## src/rtl/seg7_scan_driver_if.sv

```systemverilog
// Display-side bundle: BCD digits and adjust controls in, segment/anode drive out.
// master = time counter / board side, slave = scan driver.
interface seg7_scan_driver_if;
    logic [3:0] MT;
    logic [3:0] MO;
    logic [3:0] ST;
    logic [3:0] SO;
    logic       ADJ;
    logic       SEL;
    logic       BLINK_SHOW;
    logic [7:0] SEG;
    logic [3:0] AN;

    modport master (
        output MT, MO, ST, SO, ADJ, SEL, BLINK_SHOW,
        input  SEG, AN
    );

    modport slave (
        input  MT, MO, ST, SO, ADJ, SEL, BLINK_SHOW,
        output SEG, AN
    );
endinterface

```

## src/rtl/seg7_scan_driver.sv

```systemverilog
// Four-digit common-anode scan driver. Digits are snapshotted once per frame
// (on the 3->0 wrap) so a frame never mixes old and new time values.
module seg7_scan_driver #(
    parameter int unsigned REFRESH_DIV = 100000,
    parameter bit          DP_EN       = 1'b1
) (
    input  logic                M_CLK,
    input  logic                RESET,
    seg7_scan_driver_if.slave   bus
);
    localparam int unsigned       PW       = (REFRESH_DIV > 2) ? $clog2(REFRESH_DIV) : 1;
    localparam logic [PW-1:0]     PRE_LAST = PW'(REFRESH_DIV - 1);

    logic [PW-1:0] pre;
    logic          tick;
    logic [1:0]    idx;
    logic [3:0]    snap_mt, snap_mo, snap_st, snap_so;
    logic [3:0]    digit;
    logic [3:0]    an_n;
    logic [7:0]    seg_n;
    logic          blank;

    assign tick = (pre == PRE_LAST);

    always_ff @(posedge M_CLK) begin
        if (RESET) begin
            pre     <= '0;
            idx     <= '0;
            snap_mt <= '0;
            snap_mo <= '0;
            snap_st <= '0;
            snap_so <= '0;
            bus.SEG <= '1;
            bus.AN  <= '1;
        end else begin
            pre <= tick ? '0 : pre + 1'b1;
            if (tick) begin
                idx <= idx + 1'b1;
            end
            if (tick && (idx == 2'd3)) begin
                snap_mt <= bus.MT;
                snap_mo <= bus.MO;
                snap_st <= bus.ST;
                snap_so <= bus.SO;
            end
            bus.SEG <= seg_n;
            bus.AN  <= an_n;
        end
    end

    always_comb begin
        digit = snap_so;
        an_n  = 4'b1110;
        seg_n = '1;
        case (idx)
            2'd3: begin digit = snap_mt; an_n = 4'b0111; end
            2'd2: begin digit = snap_mo; an_n = 4'b1011; end
            2'd1: begin digit = snap_st; an_n = 4'b1101; end
            default: begin digit = snap_so; an_n = 4'b1110; end
        endcase

        case (digit)
            4'd0: seg_n = 8'hC0;
            4'd1: seg_n = 8'hF9;
            4'd2: seg_n = 8'hA4;
            4'd3: seg_n = 8'hB0;
            4'd4: seg_n = 8'h99;
            4'd5: seg_n = 8'h92;
            4'd6: seg_n = 8'h82;
            4'd7: seg_n = 8'hF8;
            4'd8: seg_n = 8'h80;
            4'd9: seg_n = 8'h90;
            default: seg_n = 8'hFF;
        endcase

        seg_n[7] = !(DP_EN && (idx == 2'd2));

        // SEL=0 selects the minutes pair (idx 3,2), SEL=1 the seconds pair (idx 1,0)
        blank = bus.ADJ && !bus.BLINK_SHOW && (bus.SEL ? !idx[1] : idx[1]);
        if (blank) begin
            an_n  = '1;
            seg_n = '1;
        end
    end
endmodule

```

## src/flat_wrapper.sv

```systemverilog
// flat-port wrapper written by rule: the top's interface ports become plain ports
module seg7_scan_driver_flat 
#(
    parameter int unsigned REFRESH_DIV = 100000,
    parameter bit          DP_EN       = 1'b1
)
  (M_CLK, RESET, bus_MT, bus_MO, bus_ST, bus_SO, bus_ADJ, bus_SEL, bus_BLINK_SHOW, bus_SEG, bus_AN);
  seg7_scan_driver_if bus_i ();
  input  logic M_CLK;
  input  logic RESET;
  input wire logic [$bits(bus_i.MT)-1:0] bus_MT;
  input wire logic [$bits(bus_i.MO)-1:0] bus_MO;
  input wire logic [$bits(bus_i.ST)-1:0] bus_ST;
  input wire logic [$bits(bus_i.SO)-1:0] bus_SO;
  input wire logic [$bits(bus_i.ADJ)-1:0] bus_ADJ;
  input wire logic [$bits(bus_i.SEL)-1:0] bus_SEL;
  input wire logic [$bits(bus_i.BLINK_SHOW)-1:0] bus_BLINK_SHOW;
  output wire logic [$bits(bus_i.SEG)-1:0] bus_SEG;
  output wire logic [$bits(bus_i.AN)-1:0] bus_AN;
  assign bus_i.MT = bus_MT;
  assign bus_i.MO = bus_MO;
  assign bus_i.ST = bus_ST;
  assign bus_i.SO = bus_SO;
  assign bus_i.ADJ = bus_ADJ;
  assign bus_i.SEL = bus_SEL;
  assign bus_i.BLINK_SHOW = bus_BLINK_SHOW;
  assign bus_SEG = bus_i.SEG;
  assign bus_AN = bus_i.AN;
  seg7_scan_driver #(.REFRESH_DIV(REFRESH_DIV), .DP_EN(DP_EN)) u_core (.M_CLK(M_CLK), .RESET(RESET), .bus(bus_i));
endmodule
```

## config.mk

```make
export PLATFORM = sky130hd
export DESIGN_NAME = seg7_scan_driver_flat
export DESIGN_NICKNAME = d
export VERILOG_FILES = /design/src/rtl/seg7_scan_driver_if.sv /design/src/rtl/seg7_scan_driver.sv /design/src/flat_wrapper.sv
export SDC_FILE = /design/constraint.sdc
export NUM_CORES = 1
export LEC_CHECK = 0
export ABC_AREA = 1
export BUFFER_PORTS_ARGS = -buffer_cell sky130_fd_sc_hd__buf_2
export CAP_MARGIN = 20
export CORE_ASPECT_RATIO = 1.5
export CORE_MARGIN = 5
export CORE_UTILIZATION = 61
export CTS_CLUSTER_SIZE = 30
export DETAILED_ROUTE_END_ITERATION = 7
export PLACE_DENSITY = 0.84
export SLEW_MARGIN = 20
export SYNTH_ARGS = -nofsm -noshare
export SYNTH_HDL_FRONTEND = slang
export SYNTH_SLANG_ARGS = --single-unit
```

## constraint.sdc

```tcl
create_clock -name M_CLK -period 2.7 [get_ports M_CLK]
set_input_delay 0.405 -clock M_CLK [delete_from_list [all_inputs] [get_ports M_CLK]]
set_output_delay 0.405 -clock M_CLK [all_outputs]
set_load 0.02 [all_outputs]
```

After elaboration in Yosys (flattened, before gate mapping):

Memories as Yosys holds them, arrays and structs flattened. A register that Yosys moved wholly into a read port is not among the register bits.
Cells that the tools add are included.

* multiplexer cells: 3
* reductions and logical operators: 8
* $add $sub $neg: 2
* eq/ne operators: 4

Operators by type and width (count)
* $pmux 4 s3: 2
* $add 17x1->17 const B: 1
* $eq 17x17->1 const B: 1
* $eq 2x2->1 const B: 2
* $reduce_or 2->1: 2
* $logic_and 1x1->1: 3
* $logic_not 1->1: 3
* $add 2x1->2 const B: 1
* $eq 2x1->1 const B: 1
* $mux 1: 1

* memories: 1
* ROM bits: 112
* output and inout port bits: 12
* register bits after elaboration: 47
* bits of input ports: 21

Memories
* (no name shown): words 16, width 7, read ports 1, clocked after memory_dff 1, write ports 0, line seg7_scan_driver.sv:62 `case (digit)`

Logic depth before layout (Yosys ltp):

Gate-level depths: netlist of run 1.

* depth after elaboration: 4
* depth in mapped cells: 12

Least setup slack after synthesis of run 1:

Ideal clock, no wire load.

* path type: reg2reg
* start: register u_core.idx[0]
* end: register u_core.bus.SEG[5]
* path slack: 861 ps
* stages on the path, launching flop included: 11
* clock period less this slack: 1839 ps
* arrival: 1721 ps
* setup time: 118 ps
* path through: dfxtp_1 > inv_1 > ha_1 > inv_2 > or2_2 > o21ai_2 > inv_1 > ha_1 > or2_2 > nand3_1 > nand2_1

* word-level cells in the longest chain between the ends: 2
* elaborated cells on any way between the ends: 4

Ends and longest elaborated chain
* start, declared: line seg7_scan_driver.sv:16 `logic [1:0] idx;`
* start signal, assigned: line seg7_scan_driver.sv:38 `idx <= idx + 1'b1;`
* $eq 2x1->1 / $eq 2x2->1 (equally long branches): line seg7_scan_driver.sv:55 `case (idx)`
* $pmux 4 s3 (*): line seg7_scan_driver.sv:55
* end, declared: line seg7_scan_driver_if.sv:21 `output SEG, AN`

Every way passes the cells marked *; elsewhere a longest branch is shown, timed or not.
A chain may end at the register's enable or synchronous reset.

Final worst setup path of run 1:

* start: register u_core.idx[1]
* end: register u_core.bus.SEG[5]

* word-level cells in the longest chain between the ends: 4
* elaborated cells on any way between the ends: 8

Ends and longest elaborated chain
* $logic_not 1->1: line seg7_scan_driver.sv:79 `blank = bus.ADJ && !bus.BLINK_SHOW && (bus.SEL ? !idx[1] : idx[1]);`
* $mux 1: line seg7_scan_driver.sv:79
* $logic_and 1x1->1: line seg7_scan_driver.sv:79
* $reduce_or 2->1 (no line)

Several ways; a longest one is shown, not always the timed one.

==> results.sh, run 1 <==
export IMPL_port_buffers=32
export IMPL_first_pass_iters=4
export IMPL_postSynthCellCount=328
export IMPL_num_vias=2068
export IMPL_ys_seq_area_frac=0.397
export IMPL_hold_end="u_core.snap_mt[3]"
export IMPL_r2r_start="u_core.idx[1]"
export IMPL_slew_headroom=0.615
export IMPL_r2r_end="u_core.bus.SEG[5]"
export IMPL_drive_above_1_share=0.187
export IMPL_hold_class="in -> reg"
export IMPL_clock_sinks=46
export IMPL_finClkSkew_ns=0.00307
export IMPL_critPathCaptureType="flip-flop"
export IMPL_drv_slew=0
export IMPL_synth_top_area_cell="dfxtp_1"
export IMPL_tightest_slew_ns=0.576
export IMPL_dp_cells=394
export IMPL_met2_usage=0.367
export IMPL_die_x_um=60.4
export IMPL_yosys_warnings=0
export IMPL_min_delay_start="bus_MT[3]"
export IMPL_cts_tree="yes"
export IMPL_synth_area_leaders="dfxtp_1, nand2_1, nor2_1"
export IMPL_first_global_vias=2006
export IMPL_finalCriticalPeriod_ns=2.02
export IMPL_postCtsSetupBuffers=0
export IMPL_syn2layout_area_growth_pct=10.6
export IMPL_grt_use_total=0.204
export IMPL_hold_depth=5
export IMPL_hold_viol_final=0
export IMPL_synth_edf_count=0
export IMPL_numCtsBuffers=5
export IMPL_start_util=0.631
export IMPL_grt_first_pass_wirelength_um=8180
export IMPL_dieHeight_um=85.6
export IMPL_cp_arrival_ns=2.21
export IMPL_gp_congestion=0.883
export IMPL_async_reset_ff_frac=0
export IMPL_synth_top_area_share=0.397
export IMPL_ant_nets=0
export IMPL_overflow=0
export IMPL_synth_most_common_cell="nand2_1"
export IMPL_cp_max_fo=8
export IMPL_wl_per_cell_um=11.4
export IMPL_fmax_mhz=496
export IMPL_cts_resized_gates=0
export IMPL_cap_violations=0
export IMPL_path_clk_slew_ns=0.08
export IMPL_vias_per_cell=5.14
export IMPL_use_met3=0.0437
export IMPL_final_cells=402
export IMPL_busiest_layer="met2"
export IMPL_ys_ff_latch=46
export IMPL_synth_main_ff_cell="dfxtp_1"
export IMPL_drtIter0Drc=34
export IMPL_antenna_found_initial=0
export IMPL_crit_type="reg -> reg"
export IMPL_r2r_cells=10
export IMPL_fin_nets=387
export IMPL_hpwl_um=3550
export IMPL_insertion_delay_ns=0.30
export IMPL_synth_cell_types=34
export IMPL_fin_ws_ns=0.682
export IMPL_fillCellCount=350
export IMPL_p_leak_uw=0.00115
export IMPL_drc=0
export IMPL_ir_drop_uv=485
export IMPL_ios=33
export IMPL_synthesis_area_mm2=0.00232
export IMPL_seq_area_um2=921
export IMPL_multiInputGateArea_mm2=0.00118
export IMPL_cp_data_required_time_ns=2.90
export IMPL_outcome="finished, final reports clean"
export IMPL_routed_wirelength_um=4590
export IMPL_pre_cts_slack_ns=0.686
export IMPL_tns_ns=0
export IMPL_pwr_density_cell_mw_per_mm2=466
export IMPL_cts_root_buf="clkbuf_8"
export IMPL_postCtsHoldBufs=0
export IMPL_cp_start_kind="flip-flop"
export IMPL_die_area_mm2=0.00517
export IMPL_htree_levels=2
export IMPL_syn_avg_cell_area_um2=7.08
export IMPL_finalSetupViolCount=0
export IMPL_fin_crit_sh=0.747
export IMPL_rsz0062_at_grt="false"
export IMPL_num_antenna_cells=0
export IMPL_synthesis_nets=357
export IMPL_synthTopCellsByCount="nand2_1, nor2_1, dfxtp_1"
export IMPL_core_mm2=0.00368
export IMPL_r2r_slack_ns=0.68
export IMPL_met1_usage=0.212
export IMPL_grt_max_degree=22
export IMPL_cts_buffer_depth=2
export IMPL_rows=27
kinds of logic after synthesis:
group | count (synthesis) | share of synthesized area
AND/OR/NAND/NOR | 203 | 0.394
buffers and inverters | 48 | 0.0932
flip-flops | 46 | 0.397
AO/OA/AOI/OAI | 14 | 0.0393
XOR/XNOR | 9 | 0.0339
adder cells (fa/ha/maj) | 8 | 0.0431
worst max path at each step:
stage	depth (start not counted)	slack, ns	to	startpoint
CTS	10	0.68	u_core.bus.SEG[5]	u_core.idx[1]
global placement	10	0.78	u_core.bus.SEG[5]	u_core.idx[1]
global route	10	0.52	u_core.bus.SEG[5]	u_core.idx[1]
detailed placement	10	0.69	u_core.bus.SEG[5]	u_core.idx[1]
floorplan	10	0.86	u_core.bus.SEG[5]	u_core.idx[0]
finish	10	0.68	u_core.bus.SEG[5]	u_core.idx[1]
where the power goes:
part | leakage, uW | internal, uW | switching, uW | total (uW)
Clock | 0.0000472 | 206 | 232 | 438
Combinational | 0.000726 | 26.9 | 38.3 | 65.2
Sequential | 0.000374 | 689 | 4.08 | 693
metrics by stage:
| step | util | cell area (um2) | power (uW) | hold WS (ns) |
|---|---|---|---|---|
| final | 0.697 | 2570 | 1200 | 0.420 |
| after global routing | 0.697 | 2570 | 1250 | 0.454 |
| after CTS | 0.697 | 2570 | 1210 | 0.420 |
| after detailed placement | 0.671 | 2470 | 775 | 0.435 |
| after global placement | 0.671 | 2470 | 774 | 0.429 |
| after floorplan | - | 2320 | 749 | 0.417 |
cell type report:
class / count / area share
repair buffers: 33 / 0.0653
clock buffers: 6 / 0.0322
flip-flops and latches: 46 / 0.359
inverters: 38 / 0.0565
clock inverters: 2 / 0.00487
well taps: 43 / 0.0210
multi-input cells: 234 / 0.462
registers in the layout, summed over array words and instances (netlist names):
signal	count
u_core.snap_mo	4
u_core.snap_so	4
u_core.pre	17
u_core.bus.AN	4
u_core.idx	2
u_core.snap_st	4
u_core.snap_mt	4
u_core.bus.SEG	7
metal layers:
layer / vias to the layer above / part of all wire
met5: - / 0
met4: 0 / 0.031
met3: 12 / 0.044
met2: 36 / 0.54
met1: 941 / 0.38
li1: 1079 / -
worst max-delay path, cell delays in order, from the launching register on:
cell	delay, ns
dfxtp_1	0.43
inv_1	0.10
ha_1	0.22
inv_2	0.11
nand2_1	0.08
o21ai_2	0.24
inv_1	0.12
ha_1	0.20
or2_2	0.30
nand3_1	0.08
nand2_1	0.05
placed cells by master, fill, tap and decap left out, types with 2 or more instances in the layout:
| cell | Yosys | routed |
|---|---|---|
| nand2_1 | 85 | 85 |
| nor2_1 | 64 | 64 |
| dfxtp_1 | 46 | 46 |
| buf_2 | 3 | 32 |
| inv_1 | 31 | 31 |
| nand4_1 | 17 | 17 |
| nand3_1 | 15 | 15 |
| ha_1 | 8 | 8 |
| a21oi_1 | 7 | 7 |
| inv_2 | 6 | 6 |
| clkbuf_8 | 0 | 6 |
| nor2_2 | 5 | 5 |
| xnor2_1 | 5 | 5 |
| nand2_2 | 4 | 4 |
| xor2_1 | 4 | 4 |
| nor3_1 | 3 | 3 |
| or2_2 | 2 | 2 |
| o21ai_2 | 2 | 2 |
| nor2_4 | 2 | 2 |
| o21ai_0 | 2 | 2 |
(Power assumes the default switching activity.)
==> inputs of run 2 (changes only) <==
--- a/config.mk
+++ b/config.mk
@@ -10,10 +10,10 @@
 export CAP_MARGIN = 20
 export CORE_ASPECT_RATIO = 1.5
 export CORE_MARGIN = 5
-export CORE_UTILIZATION = 61
+export CORE_UTILIZATION = 51
 export CTS_CLUSTER_SIZE = 30
 export DETAILED_ROUTE_END_ITERATION = 7
-export PLACE_DENSITY = 0.84
+export PLACE_DENSITY = 0.75
 export SLEW_MARGIN = 20
 export SYNTH_ARGS = -nofsm -noshare
 export SYNTH_HDL_FRONTEND = slang
==> constraint.sdc (replaced) <==
create_clock -name M_CLK -period 1.63 [get_ports M_CLK]
set_input_delay 0.2445 -clock M_CLK [delete_from_list [all_inputs] [get_ports M_CLK]]
set_output_delay 0.2445 -clock M_CLK [all_outputs]
set_load 0.02 [all_outputs]
==> results.sh, run 2 (synthesized netlist as in run 1, its figures left out) <==
export IMPL_grt_max_degree=19
export IMPL_ant_nets=0
export IMPL_drc=0
export IMPL_ios=33
export IMPL_slew_headroom=0.729
export IMPL_fin_nets=402
export IMPL_reg_largest_list="u_core.pre (17), u_core.bus.SEG (7)"
export IMPL_p_leak_uw=0.00125
export IMPL_ir_drop_uv=636
export IMPL_htree_levels=2
export IMPL_path_clk_slew_ns=0.09
export IMPL_hpwl_um=3700
export IMPL_regMostFlops="u_core.pre"
export IMPL_wl_per_cell_um=11.5
export IMPL_critPathCaptureType="flip-flop"
export IMPL_drv_slew=0
export IMPL_routed_wirelength_um=4870
export IMPL_port_buffers=32
export IMPL_outcome="finished with violations"
export IMPL_hold_class="in -> reg"
export IMPL_insertion_delay_ns=0.30
export IMPL_grt_use_total=0.177
export IMPL_cts_tree="yes"
export IMPL_fin_crit_sh=1.01
export IMPL_pwr_density_cell_mw_per_mm2=776
export IMPL_fin_ws_ns=-0.0150
export IMPL_seq_area_um2=928
export IMPL_cts_buffer_depth=2
export IMPL_drive_above_1_share=0.275
export IMPL_num_antenna_cells=0
export IMPL_syn2layout_area_growth_pct=23.8
export IMPL_gp_congestion=0.892
export IMPL_rows=30
export IMPL_cts_root_buf="clkbuf_8"
export IMPL_crit_type="reg -> reg"
export IMPL_num_vias=2118
export IMPL_grt_first_pass_wirelength_um=8500
export IMPL_violations="negative setup slack"
export IMPL_first_pass_iters=4
export IMPL_multiInputGateArea_mm2=0.00131
export IMPL_hold_viol_final=0
export IMPL_cp_data_required_time_ns=1.82
export IMPL_finClkSkew_ns=0.00568
export IMPL_core_mm2=0.00447
export IMPL_pre_cts_slack_ns=-0.0377
export IMPL_clock_sinks=46
export IMPL_cp_arrival_ns=1.84
export IMPL_fillCellCount=399
export IMPL_fmax_mhz=608
export IMPL_finalCriticalPeriod_ns=1.64
export IMPL_rsz0062_at_grt="true"
export IMPL_finalSetupViolCount=2
export IMPL_tightest_slew_ns=0.405
export IMPL_largest_reg_flops=17
export IMPL_numCtsBuffers=5
export IMPL_overflow=0
export IMPL_dieHeight_um=92.6
export IMPL_power_uw=2230
export IMPL_antenna_found_initial=0
export IMPL_die_x_um=65.1
export IMPL_most_common_layout_cells="nand2_1, nor2_1, dfxtp_1"
export IMPL_first_global_vias=2057
export IMPL_cap_violations=0
export IMPL_vias_per_cell=5.02
export IMPL_final_common_cell="nand2_1"
export IMPL_cp_max_fo=8
export IMPL_drtIter0Drc=64
export IMPL_start_util=0.520
export IMPL_die_area_mm2=0.00603
export IMPL_postCtsHoldBufs=0
export IMPL_cp_start_kind="flip-flop"
run 2: cell count changes in the layout (fill, tap and decap cells not counted), sizes merged:
cell / delta
buf: +15
bufinv: +1
clkbuf: +1
clkinv: -1
clkinvlp: -1
run 2: worst paths after layout:
check                start           endpoint  slack (ns)  cells past startpoint
max          u_core.idx[1]  u_core.bus.SEG[5]       -0.01                     10
min              bus_SO[1]  u_core.snap_so[1]        0.26                      5
max reg2reg  u_core.idx[1]  u_core.bus.SEG[5]       -0.01                     10
min reg2reg  u_core.pre[0]      u_core.pre[0]        0.45                      1
run 2: area by class of cell:
cell class | instances | share of cell area
Clock inverter | 1 | 0.0104
Sequential cell | 46 | 0.323
Multi-Input combinational cell | 234 | 0.456
Inverter | 38 | 0.0549
Timing Repair Buffer | 48 | 0.0975
Tap cell | 48 | 0.0209
Clock buffer | 7 | 0.0374
run 2: power breakdown:
group          switching [uW]  total [uW]  internal (uW)
clock                     382         974            592
combinational            64.7         111           46.1
sequential               7.05        1140           1140
total                     454        2230           1780
run 2: repair_timing:
action                                  in CTS  in global routing
endpoints found under the hold margin        0                  0
endpoints found under the setup margin       3                  9
setup buffers                                1                  3
pin swaps                                    2                  8
gates resized for setup                      5                 12
run 2: metal layers:
layer	part of all wire	wire length (um)	GRT usage
met1	0.38	1870	0.170
met2	0.55	2690	0.350
met3	0.030	145	0.0340
met4	0.032	154	0.0761
met5	0	0	0
run 2: worst max-delay path: stages, from the launching register on:
cell     delay [ns]
dfxtp_4        0.39
inv_4          0.08
ha_4           0.15
inv_6          0.04
or2_4          0.23
o21ai_4        0.06
inv_2          0.09
ha_4           0.16
or2_4          0.23
nand3_2        0.07
nand2_1        0.04
run 2: stage by stage:
step           utilization  area, um2  hold slack [ns]  TNS (ns)  instances
2_1_floorplan            -       2390            0.417         0        328
3_3_place_gp         0.590       2630            0.429  -0.00213        410
3_5_place_dp         0.590       2630            0.440   -0.0816        410
4_1_cts              0.625       2790            0.257  -0.00268        419
5_1_grt              0.643       2870            0.283    -0.332        422
6_report             0.643       2870            0.262   -0.0213        422
